### config.mk
export PLATFORM = sky130hd
export DESIGN_NAME = param_icache
export DESIGN_NICKNAME = d
export VERILOG_FILES = /design/src/rtl/param_icache.sv
export SDC_FILE = /design/constraint.sdc
export NUM_CORES = 2
export LEC_CHECK = 0
export BUFFER_PORTS_ARGS = -buffer_cell sky130_fd_sc_hd__buf_2
export CORE_AREA = 8 8 455 457
export DETAILED_ROUTE_END_ITERATION = 8
export DIE_AREA = 0 0 463 465
export GPL_ROUTABILITY_DRIVEN = 0
export PLACE_DENSITY = 0.64
export REMOVE_ABC_BUFFERS = 1
export SLEW_MARGIN = 30
export SYNTH_ARGS = -nofsm -noshare
export SYNTH_HDL_FRONTEND = slang
export SYNTH_SLANG_ARGS = --single-unit
### constraint.sdc
create_clock -name CLK -period 35 [get_ports CLK]
set_input_delay 1.75 -clock CLK [delete_from_list [all_inputs] [get_ports CLK]]
set_output_delay 1.75 -clock CLK [all_outputs]
set_load 0.01 [all_outputs]
### src/rtl/param_icache.sv
// param_icache: direct-mapped, read-only instruction cache with zero-latency hits.
// Defining ICACHE_STATS_EN adds the HIT_CNT / MISS_CNT statistics outputs.
module param_icache #(
    parameter int LINES = 16,
    parameter int WORDS = 4
) (
    input  logic                CLK,
    input  logic                RST,
    input  logic                REN,
    input  logic [31:0]         RADDRESS,
    input  logic                FLUSH,
    output logic [31:0]         RDATA,
    output logic                HIT,
    output logic                STALL,
    output logic                MEM_REQ,
    output logic [31:0]         MEM_ADDR,
    input  logic                MEM_ACK,
    input  logic [32*WORDS-1:0] MEM_BLOCK,
`ifdef ICACHE_STATS_EN
    output logic [31:0]         HIT_CNT,
    output logic [31:0]         MISS_CNT,
`endif
    output logic [1:0]          o_dbg_state
);
    localparam int OFF_W = $clog2(WORDS);
    localparam int IDX_W = $clog2(LINES);
    localparam int LA_W  = 30 - OFF_W;
    localparam int TAG_W = LA_W - IDX_W;

    typedef enum logic [1:0] {
        S_IDLE  = 2'd0,
        S_FETCH = 2'd1,
        S_FILL  = 2'd2
    } state_t;

    state_t              r_state;
    state_t              w_next;
    logic [LINES-1:0]    r_valid;
    logic [TAG_W-1:0]    r_tags [LINES];
    logic [32*WORDS-1:0] r_data [LINES];
    logic [32*WORDS-1:0] r_block;
    logic [LA_W-1:0]     r_line_addr;
    logic                r_flush_pend;

    logic [OFF_W-1:0]    w_off;
    logic [IDX_W-1:0]    w_idx;
    logic [TAG_W-1:0]    w_tag;
    logic [IDX_W-1:0]    w_fill_idx;
    logic [TAG_W-1:0]    w_fill_tag;
    logic [31:0]         w_word;
    logic                w_lookup_hit;
    logic                w_flush;
    logic                w_start;
    logic                w_capture;
    logic                w_fill;
    logic                w_clear;
    logic                w_unused_addr;

    assign w_off         = RADDRESS[2 +: OFF_W];
    assign w_idx         = RADDRESS[2+OFF_W +: IDX_W];
    assign w_tag         = RADDRESS[31 -: TAG_W];
    assign w_unused_addr = ^RADDRESS[1:0];
    assign w_fill_idx    = r_line_addr[IDX_W-1:0];
    assign w_fill_tag    = r_line_addr[LA_W-1 -: TAG_W];
    assign w_lookup_hit  = r_valid[w_idx] && (r_tags[w_idx] == w_tag);
    // A flush deferred from FETCH/FILL acts exactly like a live FLUSH on the first IDLE cycle.
    assign w_flush       = FLUSH | r_flush_pend;

    always_comb begin
        w_word = '0;
        for (int i = 0; i < WORDS; i++) begin
            if (w_off == i[OFF_W-1:0]) w_word = r_data[w_idx][32*i +: 32];
        end
    end

    // Memory handshake: MEM_REQ is held with a stable MEM_ADDR for every FETCH cycle;
    // the block transfers on the first edge where MEM_REQ and MEM_ACK are both high.
    always_comb begin
        w_next    = r_state;
        HIT       = 1'b0;
        MEM_REQ   = 1'b0;
        w_start   = 1'b0;
        w_capture = 1'b0;
        w_fill    = 1'b0;
        w_clear   = 1'b0;
        case (r_state)
            S_IDLE: begin
                HIT = REN & w_lookup_hit & ~w_flush;
                if (w_flush) begin
                    w_clear = 1'b1;
                end else if (REN && !w_lookup_hit) begin
                    w_start = 1'b1;
                    w_next  = S_FETCH;
                end
            end
            S_FETCH: begin
                MEM_REQ = 1'b1;
                if (MEM_ACK) begin
                    w_capture = 1'b1;
                    w_next    = S_FILL;
                end
            end
            S_FILL: begin
                w_fill = 1'b1;
                w_next = S_IDLE;
            end
            default: w_next = S_IDLE;
        endcase
    end

    assign STALL       = (r_state != S_IDLE) | (REN & ~HIT);
    assign RDATA       = HIT ? w_word : 32'd0;
    assign MEM_ADDR    = {r_line_addr, {(OFF_W+2){1'b0}}};
    assign o_dbg_state = r_state;

    always_ff @(posedge CLK) begin
        if (RST) begin
            r_state      <= S_IDLE;
            r_valid      <= '0;
            r_flush_pend <= 1'b0;
            r_line_addr  <= '0;
        end else begin
            r_state <= w_next;
            if (w_start) r_line_addr <= RADDRESS[31:OFF_W+2];
            if (w_clear) begin
                r_valid <= '0;
            end else if (w_fill) begin
                r_valid[w_fill_idx] <= 1'b1;
            end
            if (r_state != S_IDLE && FLUSH) begin
                r_flush_pend <= 1'b1;
            end else if (w_clear) begin
                r_flush_pend <= 1'b0;
            end
        end
    end

    // Payload storage carries no reset; the valid bits alone decide what is live.
    always_ff @(posedge CLK) begin
        if (w_capture) r_block <= MEM_BLOCK;
        if (w_fill) begin
            r_tags[w_fill_idx] <= w_fill_tag;
            r_data[w_fill_idx] <= r_block;
        end
    end

`ifdef ICACHE_STATS_EN
    logic [31:0] r_hit_cnt;
    logic [31:0] r_miss_cnt;

    always_ff @(posedge CLK) begin
        if (RST) begin
            r_hit_cnt  <= '0;
            r_miss_cnt <= '0;
        end else begin
            if (HIT)     r_hit_cnt  <= r_hit_cnt + 32'd1;
            if (w_start) r_miss_cnt <= r_miss_cnt + 32'd1;
        end
    end

    assign HIT_CNT  = r_hit_cnt;
    assign MISS_CNT = r_miss_cnt;
`endif

endmodule

### Word level (Yosys, flattened, before mapping)

Memory sizes are Yosys's and may differ from the RTL's.
Index checks and enable logic that the tools add are counted.

| cells by class | value |
|---|---|
| order comparisons | 3 |
| muxes and demuxes | 27 |
| bitwise logic cells | 8 |
| reduce and logical (&&, ||, !) cells | 11 |
| equal/unequal tests | 9 |

Operators with widths:

| kind | count |
|---|---|
| 32-bit two-way mux | 5 |
| 24-bit == test | 1 |
| 1-bit two-way mux | 16 |
| 16-bit OR | 1 |
| 4-bit by 5-bit < comparator with 1-bit output (second input constant) | 2 |
| 2-bit == test (second input constant) | 3 |
| 2-bit two-way mux | 3 |
| 2-bit inequality test (second input constant) | 3 |
| 1-bit binary-select mux with 4-bit select | 1 |
| 1-bit demux with 4-bit select | 1 |
| 2-bit by 1-bit == test with 1-bit output (second input constant) | 2 |
| 4-bit by 1-bit greater-or-equal comparator with 1-bit output (second input constant) | 1 |
| 1-bit logical AND | 4 |
| 2-bit logical NOT | 2 |
| 2-bit case mux with 2 select lines | 1 |
| 2-bit nonzero test | 2 |
| 1-bit bitwise AND | 3 |
| 3-bit AND reduction | 1 |
| 1-bit inverter | 2 |
| 1-bit OR | 2 |
| 2-bit OR reduction | 1 |
| 1-bit logical NOT | 1 |

| storage, ports and cells | value |
|---|---|
| bits in registers | 175 |
| output and inout port bits | 69 |
| RAM bits | 2432 |
| memories kept | 2 |
| bits of input ports | 165 |
| logic and storage cells | 65 |

Memory list:

| name | words | width | rd ports | clocked after memory_dff | wr ports | RTL line | RTL |
|---|---|---|---|---|---|---|---|
| r_data | 16 | 128 | 1 | 0 | 1 | 40 | `logic [32*WORDS-1:0] r_data [LINES];` |
| r_tags | 16 | 24 | 1 | 0 | 1 | 39 | `logic [TAG_W-1:0] r_tags [LINES];` |

### Depth between registers and ports, before layout

| logic depth | value |
|---|---|
| depth in word-level cells | 9 |
| gate-level depth with buffers | 14 |
| mapped depth without buffers | 9 |

### Least setup slack after synthesis

Ideal clock, no wire load.

| timing | value |
|---|---|
| kind | reg-to-reg |
| from | register r_state[1], in the netlist o_dbg_state[1] |
| to | memory r_data[0][0] in the netlist's numbering (enable) |
| data arrival time | 11228 ps |
| path slack | 22920 ps |
| library setup time | 852 ps |
| cell stages (with the launch flop) | 4 |
| clock period less this slack | 12080 ps |
| cell sequence | dfxtp_1 -> nand2b_1 -> or3_1 -> nor3_1 |

| on the way | value |
|---|---|
| longest elaborated chain between the ends | 4 |

RTL lines:

| what | RTL line | RTL |
|---|---|---|
| from (decl) | 36 | `state_t r_state;` |
| from (signal assigned) | 123 | `r_state <= w_next;` |
| 2-bit == test | 86 | `case (r_state)` |
| 1-bit two-way mux | 86 |  |
| 1-bit two-way mux | 141 | `if (w_fill) begin` |
| 1-bit two-way mux (implied by the code) | 143 | `r_data[w_fill_idx] <= r_block;` |
| to (decl) | 40 |  |

Every way passes these cells.

### Worst setup path in the final report

| timing | value |
|---|---|
| from | input RADDRESS[4] |
| to | output RDATA[30] |

| on the way | value |
|---|---|
| longest elaborated chain between the ends | 7 |
| elaborated cells on any way between the ends | 14 |
| classes of those cells | 1 x eq/ne; 8 x mux; 2 x bitwise; 1 x reduce/logical; 2 x memory |

RTL lines:

| what | RTL line | RTL |
|---|---|---|
| from (decl) | 10 | `input logic [31:0] RADDRESS,` |
| memory read 16 x 24 bit / 1-bit binary-select mux with 4-bit select (equally long branches) | -- |  |
| 24-bit == test / 1-bit two-way mux (equally long branches) | 65 | `assign w_lookup_hit = r_valid[w_idx] && (r_tags[w_idx] == w_tag);` |
| 1-bit logical AND | 65 |  |
| 1-bit bitwise AND (2 in a row) | 88 | `HIT = REN & w_lookup_hit & ~w_flush;` |
| 1-bit two-way mux | 86 |  |
| 32-bit two-way mux * | 112 | `assign RDATA = HIT ? w_word : 32'd0;` |
| to (decl) | 12 | `output logic [31:0] RDATA,` |

Every way passes the cells marked *; elsewhere a longest branch is shown, timed or not. The select of a mux whose other input is x is not followed.

==> flow_metrics.tcl <==
set metrics [dict create \
    ir_worst_vdd_mv 0.0545 \
    ant_nets 0 \
    outcome "finished clean" \
    clk_latency_ns 0.90 \
    hold_class "reg2reg" \
    tns_ns 0 \
    ctsResizeCount 0 \
    io_pins 234 \
    yosysWarnings 0 \
    crit_fanout 48 \
    yosys.area.top_type "edfxtp_1" \
    area.growth.synth_to_final_pct 13.1 \
    drive_gt1_share_pct 31.3 \
    cts_tree "yes" \
    cts_max_level 5 \
    p_clk_share_pct 42.7 \
    fin_ws_ns 24.88 \
    track_usage_pct 20.5 \
    cp.required_ns 33.25 \
    finalHoldViolCount 0 \
    synth_edf_count 2560 \
    rsz0062_at_grt "no" \
    maxCapViolCount 0 \
    critPathLaunchType "primary input" \
    core_area_sq_um 200000 \
    tightest_slew_ns 1.08 \
    synth_seq_area_share_pct 78.3 \
    post_cts_buffers 0 \
    p_comb_share_pct 3.7 \
    synthArstFlopShare_pct 0 \
    drtIter0Drc 4784 \
    sw_frac_of_total_pct 20.2 \
    dp_hpwl_mm 110 \
    final_nets 4655 \
    root_buffer "clkbuf_16" \
    cts.clk_slew.worst_paths_ns 0.06 \
    power_switching_mw 1.30 \
    routedWlPerCell_um 30.3 \
    n_fill_cell 14500 \
    power_mw 6.44 \
    wirelength_mm 223 \
    drc 0 \
    ys_top_cells_by_area "edfxtp_1 (77%), mux4_2 (17%), mux2i_1 (1.0%), dfxtp_1 (0.95%), buf_2 (0.40%)" \
    die_h_um 465 \
    antenna_found_initial 13 \
    avgSynthCellArea_sq_um 24.2 \
    synth.most_common_cell "edfxtp_1" \
    cts_hold_buf 0 \
    cp-end-kind "output pin" \
    syn_inst 4106 \
    firstDrtPassIters 8 \
    rows 165 \
    p_int_mw 5.14 \
    place_ws_ns 24.67 \
    r2r_slack_ns 31.05 \
    start_util_pct 49.6 \
    synth_top_area_share_pct 77.4 \
    synth_commonest_cells "edfxtp_1 (2560), mux4_2 (744), mux2i_1 (104)" \
    cts_buffer_depth 4 \
    grt_overflow 0 \
    maxSlewHeadroom_pct 27.8 \
    io_buffer_count 227 \
    leakagePower_nw 35.1 \
    p_seq_share_pct 53.6 \
    pwr_density_cell_nw_per_um2 57.3 \
    grt_pass1_wl_mm 327 \
    setup_viol 0 \
    ys.flop_type "edfxtp_1" \
    finalClockSkew_ns 0.0479 \
    grt_max_degree 150 \
    fmax_ghz 0.0988 \
    post_synth_num_cell_types 66 \
    finalCritPeriodShare_pct 28.9 \
    slew_violations 0 \
    worst_ep_arrival_time_ns 8.37 \
    fin_crit_ns 10.12 \
    die_area_sq_um 215000 \
    vias 44900 \
    cts_sinks 2607 \
    synth-seq-cells 2607 \
    vias_per_cell 6.10 \
    cts_made_buffers 285 \
    syn-cell-area_sq_um 99400 \
    grt_pass1_vias 46900 \
    critical_path_class "in2out" \
    die_w_um 463 \
]
cell families after synthesis:
group | after synthesis | synth area share [%]
compound gates | 127 | 1.02
xor+xnor | 23 | 0.203
buf+inv | 240 | 1.15
flops | 2607 | 78.3
mux | 854 | 18.0
other cells | 1 | 0.00377
simple gates | 254 | 1.34
state kept, by name, indices dropped and copies added, names as in the netlist:
name	flops
r_block	128
o_dbg_state	2
r_valid	16
r_line_addr	28
r_data	2048
r_tags	384
r_flush_pend	1
path summary, 6_finish.rpt:
kind                       start              to  cells after the start
setup / recovery     RADDRESS[4]       RDATA[30]                     17
hold / removal        r_valid[3]      r_valid[3]                      1
setup reg to reg  o_dbg_state[1]  r_data[8][103]                      6
hold reg to reg       r_valid[3]      r_valid[3]                      1
stage by stage:
| step | instances | util, % | area (sq um) | hold slack (ns) |
|---|---|---|---|---|
| CTS | 7348 | 56.0 | 112000 | 0.461 |
| global route | 7356 | 56.1 | 112000 | 0.472 |
| global placement | 6867 | 51.8 | 104000 | 0.441 |
| floorplan | 3879 | - | 98300 | 0.435 |
| detailed placement | 6868 | 51.8 | 104000 | 0.448 |
| finish | 7359 | 56.1 | 112000 | 0.461 |
power groups by stage:
stage | combinational [mW] | clock [mW] | sequential (mW)
floorplan | 0.129 | 0 | 3.51
global placement | 0.243 | 0 | 3.51
detailed placement | 0.245 | 0 | 3.51
CTS | 0.245 | 2.81 | 3.45
global route | 0.257 | 2.92 | 3.45
finish | 0.240 | 2.75 | 3.45
per-layer routing:
metal	share of wire (%)	vias up	global-route usage, %
met5	0.0058	-	0
met4	2.4	2	5.36
met3	6.1	369	3.01
met2	48	1614	32.4
met1	44	24400	30.4
li1	-	18500	-
cell usage in the layout, fill, tap and decap left out, types with 11 or more instances in the layout:
cell / n
nor4_1: 32
mux4_2: 744
nor2_4: 12
bufinv_16: 11
nor2_1: 21
buf_4: 75
clkinv_2: 41
clkinv_1: 59
nor2b_1: 14
xnor2_1: 20
clkbuf_1: 63
and2_1: 24
nor3_1: 18
and3_1: 24
o211ai_1: 29
mux2i_1: 104
dfxtp_1: 47
buf_2: 221
clkbuf_16: 292
nand2_1: 70
edfxtp_1: 2560
buf_12: 15
a211oi_1: 15
o21a_1: 18
critical path, cell delays in order:
cell,delay [ns]
buf_8,0.44
buf_4,0.55
buf_4,0.65
buf_4,0.63
inv_1,0.49
buf_4,0.37
mux2i_1,0.15
mux2i_1,0.17
xnor2_1,0.15
nand4_1,0.10
buf_4,0.29
or3_1,0.39
buf_4,0.27
or3_4,0.62
inv_4,0.55
and2_1,0.32
buf_2,0.17
final cells by class:
cell class	count	area, sq um	area share [%]
clock buffers	357	7570	6.73
clock inverters	123	862	0.767
flip-flops and latches	2607	77800	69.2
multi-input cells	1262	20600	18.3
well taps	2672	3340	2.97
diodes	4	10.0	0.00890
inverters	10	45.0	0.0401
repair buffers	324	2230	1.98
Power figures use the tool's default switching activity.
